File: src/rtl/clk_div_pkg.sv
// Shared constants and helpers for the programmable clock divider.
package clk_div_pkg;

   localparam int unsigned DIV_MIN  = 2;
   localparam int unsigned MAX_CH   = 16;
   localparam int unsigned CH_IDX_W = $clog2(MAX_CH);

   // Divisors below DIV_MIN cannot form a period with both levels, so raise them.
   function automatic logic [31:0] clamp_div(input logic [31:0] value);
      return (value < DIV_MIN) ? DIV_MIN : value;
   endfunction

endpackage

File: src/rtl/clk_div_ch.sv
// One divider channel: phase counter, active/pending divisor and registered outputs.
module clk_div_ch
   import clk_div_pkg::*;
#(
   parameter int unsigned CNT_W       = 16,
   parameter int unsigned DEFAULT_DIV = 3
) (
   input  logic             clk_i,
   input  logic             reset_i,
   input  logic             en_i,
   input  logic             load_i,
   input  logic [CNT_W-1:0] div_i,
   input  logic             sync_i,
   output logic             clk_out_o,
   output logic             tick_o,
   output logic             pend_o
);

   logic [CNT_W-1:0] phase_q, phase_d;
   logic [CNT_W-1:0] n_q, n_d;
   logic [CNT_W-1:0] pend_val_q, pend_val_d;
   logic             pend_q, pend_d;
   logic             running_q, running_d;
   logic             clk_out_q, clk_out_d;
   logic             tick_q, tick_d;

   logic [CNT_W-1:0] n_eff;
   logic             boundary;

   always_comb begin
      phase_d    = phase_q;
      n_d        = n_q;
      pend_val_d = pend_val_q;
      pend_d     = pend_q;
      running_d  = running_q;
      clk_out_d  = clk_out_q;
      tick_d     = tick_q;
      n_eff      = n_q;
      boundary   = 1'b0;

      if (!en_i) begin
         // An idle edge counts as a boundary so a pending divisor lands immediately.
         boundary  = 1'b1;
         running_d = 1'b0;
         phase_d   = '0;
         clk_out_d = 1'b0;
         tick_d    = 1'b0;
      end else begin
         boundary  = !running_q || sync_i || (phase_q == n_q - CNT_W'(1));
         running_d = 1'b1;
         phase_d   = boundary ? '0 : phase_q + CNT_W'(1);
      end

      if (boundary && pend_q) begin
         n_eff  = pend_val_q;
         n_d    = pend_val_q;
         pend_d = 1'b0;
      end

      if (en_i) begin
         tick_d    = boundary;
         clk_out_d = (phase_d < (n_eff >> 1));
      end

      // A load on a boundary edge only queues; it never takes effect on that edge.
      if (load_i) begin
         pend_val_d = CNT_W'(clamp_div(32'(div_i)));
         pend_d     = 1'b1;
      end
   end

   always_ff @(posedge clk_i) begin
      if (reset_i) begin
         phase_q    <= '0;
         n_q        <= CNT_W'(DEFAULT_DIV);
         pend_val_q <= '0;
         pend_q     <= 1'b0;
         running_q  <= 1'b0;
         clk_out_q  <= 1'b0;
         tick_q     <= 1'b0;
      end else begin
         phase_q    <= phase_d;
         n_q        <= n_d;
         pend_val_q <= pend_val_d;
         pend_q     <= pend_d;
         running_q  <= running_d;
         clk_out_q  <= clk_out_d;
         tick_q     <= tick_d;
      end
   end

   assign clk_out_o = clk_out_q;
   assign tick_o    = tick_q;
   assign pend_o    = pend_q;

endmodule

File: src/rtl/clk_div_prog.sv
// Multi-channel runtime-programmable integer clock divider with glitch-free divisor updates.
module clk_div_prog
   import clk_div_pkg::*;
#(
   parameter int unsigned NUM_CH      = 4,
   parameter int unsigned CNT_W       = 16,
   parameter int unsigned DEFAULT_DIV = 3
) (
   input  logic                    clk,
   input  logic                    reset,
   input  logic [NUM_CH-1:0]       en,
   input  logic [NUM_CH-1:0]       load,
   input  logic [NUM_CH*CNT_W-1:0] div_in,
   input  logic                    sync,
   output logic [NUM_CH-1:0]       clk_out,
   output logic [NUM_CH-1:0]       tick,
   output logic [NUM_CH-1:0]       pend
);

   for (genvar i = 0; i < NUM_CH; i++) begin : g_ch
      clk_div_ch #(
         .CNT_W       (CNT_W),
         .DEFAULT_DIV (DEFAULT_DIV)
      ) u_ch (
         .clk_i     (clk),
         .reset_i   (reset),
         .en_i      (en[i]),
         .load_i    (load[i]),
         .div_i     (div_in[i*CNT_W +: CNT_W]),
         .sync_i    (sync),
         .clk_out_o (clk_out[i]),
         .tick_o    (tick[i]),
         .pend_o    (pend[i])
      );
   end

endmodule

File: config.mk
export PLATFORM = sky130hd
export DESIGN_NAME = clk_div_prog
export DESIGN_NICKNAME = d
export VERILOG_FILES = /design/src/rtl/clk_div_pkg.sv /design/src/rtl/clk_div_ch.sv /design/src/rtl/clk_div_prog.sv
export SDC_FILE = /design/constraint.sdc
export NUM_CORES = 1
export LEC_CHECK = 0
export BUFFER_PORTS_ARGS = -buffer_cell sky130_fd_sc_hd__buf_2
export CORE_MARGIN = 2
export CORE_UTILIZATION = 60
export CTS_BUF_LIST = sky130_fd_sc_hd__clkbuf_8
export DETAILED_ROUTE_END_ITERATION = 6
export PLACE_DENSITY = 0.8
export SLEW_MARGIN = 20
export SYNTH_ARGS = -nofsm -noshare
export SYNTH_HDL_FRONTEND = slang
export SYNTH_SLANG_ARGS = --single-unit
File: constraint.sdc
create_clock -name clk -period 10.7 [get_ports clk]
set_input_delay 0.535 -clock clk [delete_from_list [all_inputs] [get_ports clk]]
set_output_delay 0.535 -clock clk [all_outputs]
set_load 0.05 [all_outputs]
# --- Yosys cells after proc, flatten, opt, wreduce, memory -nomap -nowiden ---
# Cells that the tools add are included.
op_classes:
  add_sub_neg: 8
  n_lt_le_gt_ge: 8
  eq_ne: 4
  mux: 32
  n_bitwise: 4
  reduce_logical: 24
ops:
  columns: ["cell", "count"]
  rows:
  - ["$mux 16", 16]
  - ["$add 16x1->16 const B", 4]
  - ["$eq 16x16->1", 4]
  - ["$lt 16x15->1", 4]
  - ["$lt 16x2->1 const B", 4]
  - ["$sub 16x1->16 const B", 4]
  - ["$mux 1", 16]
  - ["$logic_or 1x1->1", 8]
  - ["$reduce_bool 2->1", 4]
  - ["$reduce_or 2->1", 4]
  - ["$logic_and 1x1->1", 4]
  - ["$logic_not 1->1", 4]
  - ["$not 1->1", 4]
word_totals:
  ff_bits: 208
  elab_cells: 112

# --- Depth between registers and ports, before layout ---
logic_depth:
  depth_word: 7
  ltp_mapped: 21
  depth_no_buf: 19

# --- Cells and area by module ---
# From an unflattened synthesis, not the netlist that was laid out.
unflattened:
  hier_cells: 1420
  hier_area_um2: 12316.8
by_module_without_submodules:
  columns: ["module", "n_inst", "cells_each", "area_each_um2", "seq_area_each_um2"]
  rows:
  - ["clk_div_ch", 4, 355, 3079.2, 1041.0]

# --- Worst setup path after synthesis ---
# No wires, ideal clock.
synth_timing:
  path_type: "register to register"
  startpoint: "register g_ch[0].u_ch.n_q[3]"
  endpoint: "register g_ch[0].u_ch.clk_out_q"
  arrival_time_ps: 4464
  t_required_ps: 10642
  slack_ps: 6178
  path_stages_with_launch: 21
  path_buffers: 4
  path_cell_list: "dfxtp_1 -> clkbuf_1 -> or4_1 -> clkbuf_1 -> or4_1 -> a222oi_1 -> nand4_1 -> o21ai_2 -> and2_0 -> buf_2 -> buf_6 -> mux2i_1 -> ha_1 -> a21o_1 -> a21o_1 -> a21oi_1 -> nor2_1 -> a2111oi_0 -> o31a_1 -> o21a_1 -> o22a_1"
synth_via:
  elab_chain_len: 7
synth_rtl:
  columns: ["element", "line_no", "rtl"]
  rows:
  - ["from (decl)", "clk_div_ch.sv:20", "logic [CNT_W-1:0] n_q, n_d;"]
  - ["from (signal assigned)", "clk_div_ch.sv:75", "n_q <= CNT_W'(DEFAULT_DIV);"]
  - ["from (signal assigned)", "clk_div_ch.sv:83", "n_q <= n_d;"]
  - ["$sub 16x1->16", "clk_div_ch.sv:49", "boundary = !running_q || sync_i || (phase_q == n_q - CNT_W'(1));"]
  - ["$eq 16x16->1", "clk_div_ch.sv:49", null]
  - ["$logic_or 1x1->1", "clk_div_ch.sv:49", null]
  - ["$mux 1", "clk_div_ch.sv:41", "if (!en_i) begin"]
  - ["$logic_and 1x1->1", "clk_div_ch.sv:54", "if (boundary && pend_q) begin"]
  - ["$mux 16", "clk_div_ch.sv:54", null]
  - ["$lt 16x15->1 *", "clk_div_ch.sv:62", "clk_out_d = (phase_d < (n_eff >> 1));"]
  - ["to (signal assigned)", "clk_div_ch.sv:87", "clk_out_q <= clk_out_d;"]
  - ["to (decl)", "clk_div_ch.sv:24", "logic clk_out_q, clk_out_d;"]
# Mark *: on every way between the ends. The rest lies on a longest branch, timed or not.
# A chain may end at the register's enable or synchronous reset.

# --- Final worst setup path ---
layout_timing:
  startpoint: "register g_ch[0].u_ch.n_q[4]"
  endpoint: "register g_ch[0].u_ch.clk_out_q"
# The elaborated chain is that of the path after synthesis.

==> flow_summary.yaml <==
synth:
  syn_area_um2: 12300
  synth_edf_count: 0
  synth_nets: 1603
  yosysWarningCount: 0
  yosysSeqAreaShare: 0.338
  ys_ff_latch: 208
  yosysUniqueCellTypes: 76
  netlist_instances: 1464
  synth_flop_cell: "dfxtp_1"
  syn_area_per_cell_um2: 8.40
  async_flop_share: 0
global_routing:
  grt_first_pass_wirelength_mm: 49.0
  grt_overflow: 0
  antenna_found_initial: 0
  grt_pass1_vias: 10000
  grt_max_degree: 73
  grtUsageTotal: 0.271
power:
  irDropWorstVdd_uv: 91.7
  power.density_nw_per_um2: 132
  power.leakage_nw: 5.51
routing:
  drt_wl_total_mm: 29.4
  routedWlPerCell_um: 16.4
  vias_per_cell: 5.98
  vias: 10700
  drc: 0
  drt_iter0_markers: 657
  antenna_left: 0
  first_pass_iters: 6
floorplanning:
  die_area_um2: 21700
  initial_core_util: 0.610
  fp.dieW_um: 147
  die_h_um: 147
  core-area_um2: 20200
  rows: 52
  num_io_pins: 87
placed_design:
  placement.cell_area_um2: 12700
  numPortBuffers: 86
  hpwlAfterDp_mm: 21.3
  place.gp.congestion: 0.907
clocking:
  clk_latency_ns: 0.54
  cts_tree: "yes"
  holdBufCountCts: 0
  numCtsBuffers: 36
  cts.sinks: 208
  clk_pin_slew_worst_paths_ns: 0.06
  htreeDepth: 2
  cts_setup_buffers: 0
  cts.repair.resized: 0
  cts_root_buf: "clkbuf_8"
  cts_buffer_depth: 3
run_status:
  outcome: "complete, no violations"
critical_path:
  crit_type: "reg2reg"
  path_max_fanout: 30
  endpoint_kind: "register"
  crit_arrival_ns: 5.84
  worstPathRequired_ns: 11.19
  crit_path_start_kind: "register"
cells_and_area:
  layout-drive-gt1-share: 0.120
  antennaDiodeCount: 0
  syn2layout_area_growth_pct: 8.86
  fill_cells: 1696
  layout.nets: 1634
  final_area_um2: 13400
sta:
  rsz0062_at_grt: "false"
  tightest_slew_ns: 0.933
  post-route-period-util: 0.500
  setup_viol: 0
  slew_violations: 0
  max_freq_mhz: 187
  finClkSkew_ns: 0.0213
  fin_tns_setup_ns: 0
  slew_headroom: 0.377
  fin_crit_ns: 5.35
  finalHoldViolations: 0
run:
  max_cap_violations: 0
worst_hold_path:
  hp-class: "in2reg"
## sequential cells by signal, indices dropped and copies added, names as in the netlist
name and count:
g_ch.u_ch.pend_o 4, g_ch.u_ch.running_q 4, g_ch.u_ch.n_q 64, g_ch.u_ch.phase_q 64
g_ch.u_ch.clk_out_o 4, g_ch.u_ch.tick_o 4, g_ch.u_ch.pend_val_q 64
## cell usage after synthesis (9+ instances only)
master	n	area, um2
or4_1	13	97.6
nor2b_1	13	81.3
a31o_2	15	131
nor4_1	30	188
o21ai_0	28	140
nand4_1	29	181
a211oi_1	9	67.6
mux2i_1	110	1100
buf_4	19	143
nor2_1	173	649
and3_1	15	93.8
clkbuf_1	56	210
dfxtp_1	208	4160
buf_2	19	95.1
nand2b_1	12	75.1
or3_1	9	56.3
inv_1	34	128
nand3_1	68	340
a21o_1	22	165
xnor2_1	67	587
xor2_1	56	490
nand2_1	90	338
a21oi_1	76	380
ha_1	64	801
nor3_1	87	435
and2_1	21	131
## placed cells by master (no fill, tap or decap), types with 11 or more instances in the layout
| cell type | instances |
|---|---|
| a21o_1 | 22 |
| a21oi_1 | 76 |
| a31o_2 | 15 |
| and2_1 | 22 |
| and3_1 | 15 |
| buf_2 | 85 |
| buf_4 | 11 |
| clkbuf_8 | 45 |
| dfxtp_1 | 208 |
| ha_1 | 64 |
| inv_1 | 43 |
| mux2i_1 | 110 |
| nand2_1 | 90 |
| nand2b_1 | 12 |
| nand3_1 | 68 |
| nand4_1 | 29 |
| nor2_1 | 173 |
| nor2b_1 | 13 |
| nor3_1 | 87 |
| nor4_1 | 30 |
| o21ai_0 | 28 |
| or4_1 | 13 |
| xnor2_1 | 67 |
| xor2_1 | 56 |
## through the flow
stage / setup slack, ns / power (mW) / hold slack (ns) / instances / util
detailed placement: 5.41 / 1.04 / 0.468 / 1727 / 0.628
floorplan: 6.18 / 0.991 / 0.437 / 1464 / -
global route: 5.00 / 1.84 / 0.243 / 1790 / 0.664
CTS: 5.39 / 1.78 / 0.217 / 1790 / 0.664
finish: 5.35 / 1.76 / 0.245 / 1790 / 0.664
global placement: 5.60 / 1.04 / 0.463 / 1727 / 0.628
## cells by family (layout without fill, tap and decap cells)
kind of cell,count (synthesis),count (layout),synth area share
and+or+nand+nor,594,594,0.240
AOI/OAI and AO/OA,225,225,0.124
DFF,208,208,0.338
buffers and inverters,137,193,0.0509
xor gates and xnor gates,125,125,0.0912
muxes,111,111,0.0904
adders and majority gates,64,64,0.0651
## per-layer routing
| layer | wire (um) | track usage | part of all wire |
|---|---|---|---|
| met3 | 1630 | 0.0447 | 0.056 |
| met4 | 910 | 0.102 | 0.031 |
| met1 | 13600 | 0.371 | 0.46 |
| met2 | 13300 | 0.432 | 0.45 |
| met5 | 0 | 0 | 0 |
## critical path, stage by stage (launching register included)
cell and delay, ns:
dfxtp_1 0.38, nor4_1 0.72, nand2_1 0.18, or4_1 0.53, a222oi_1 0.32, nand4_1 0.20, o21ai_4 0.18, and2_1 0.13
buf_4 0.36, mux2i_1 0.24, ha_1 0.26, a21o_1 0.19, a21o_1 0.17, a21oi_1 0.14, nor2_1 0.05, a2111oi_0 0.74
o31a_1 0.27, o21a_1 0.11, o22a_1 0.12
## path summary, 6_finish.rpt
path	startpoint	end	slack, ns	cells after the start
worst max-delay path	g_ch[0].u_ch.n_q[4]	g_ch[0].u_ch.clk_out_o	5.35	18
worst max register to register	g_ch[0].u_ch.n_q[4]	g_ch[0].u_ch.clk_out_o	5.35	18
worst min register to register	g_ch[2].u_ch.pend_val_q[0]	g_ch[2].u_ch.pend_val_q[0]	0.48	2
worst min-delay path	div_in[8]	g_ch[0].u_ch.pend_val_q[8]	0.25	3
## power by group
part | switching (mW) | internal (mW) | total (mW) | leakage [nW]
combinational | 0.120 | 0.0801 | 0.200 | 3.40
clock | 0.329 | 0.403 | 0.732 | 0.407
sequential | 0.0273 | 0.801 | 0.829 | 1.70
total | 0.476 | 1.28 | 1.76 | 5.51
## area by class of cell
type | instances | area, um2 | share of cell area
tap | 270 | 338 | 0.0252
sequential | 208 | 4160 | 0.311
timing repair buffer | 96 | 508 | 0.0379
clock inverter | 18 | 110 | 0.00822
clock buffer | 45 | 619 | 0.0462
multi-input combinational | 1119 | 7520 | 0.562
inverter | 34 | 129 | 0.00962
No activity file was read; power rests on OpenSTA's default activity.
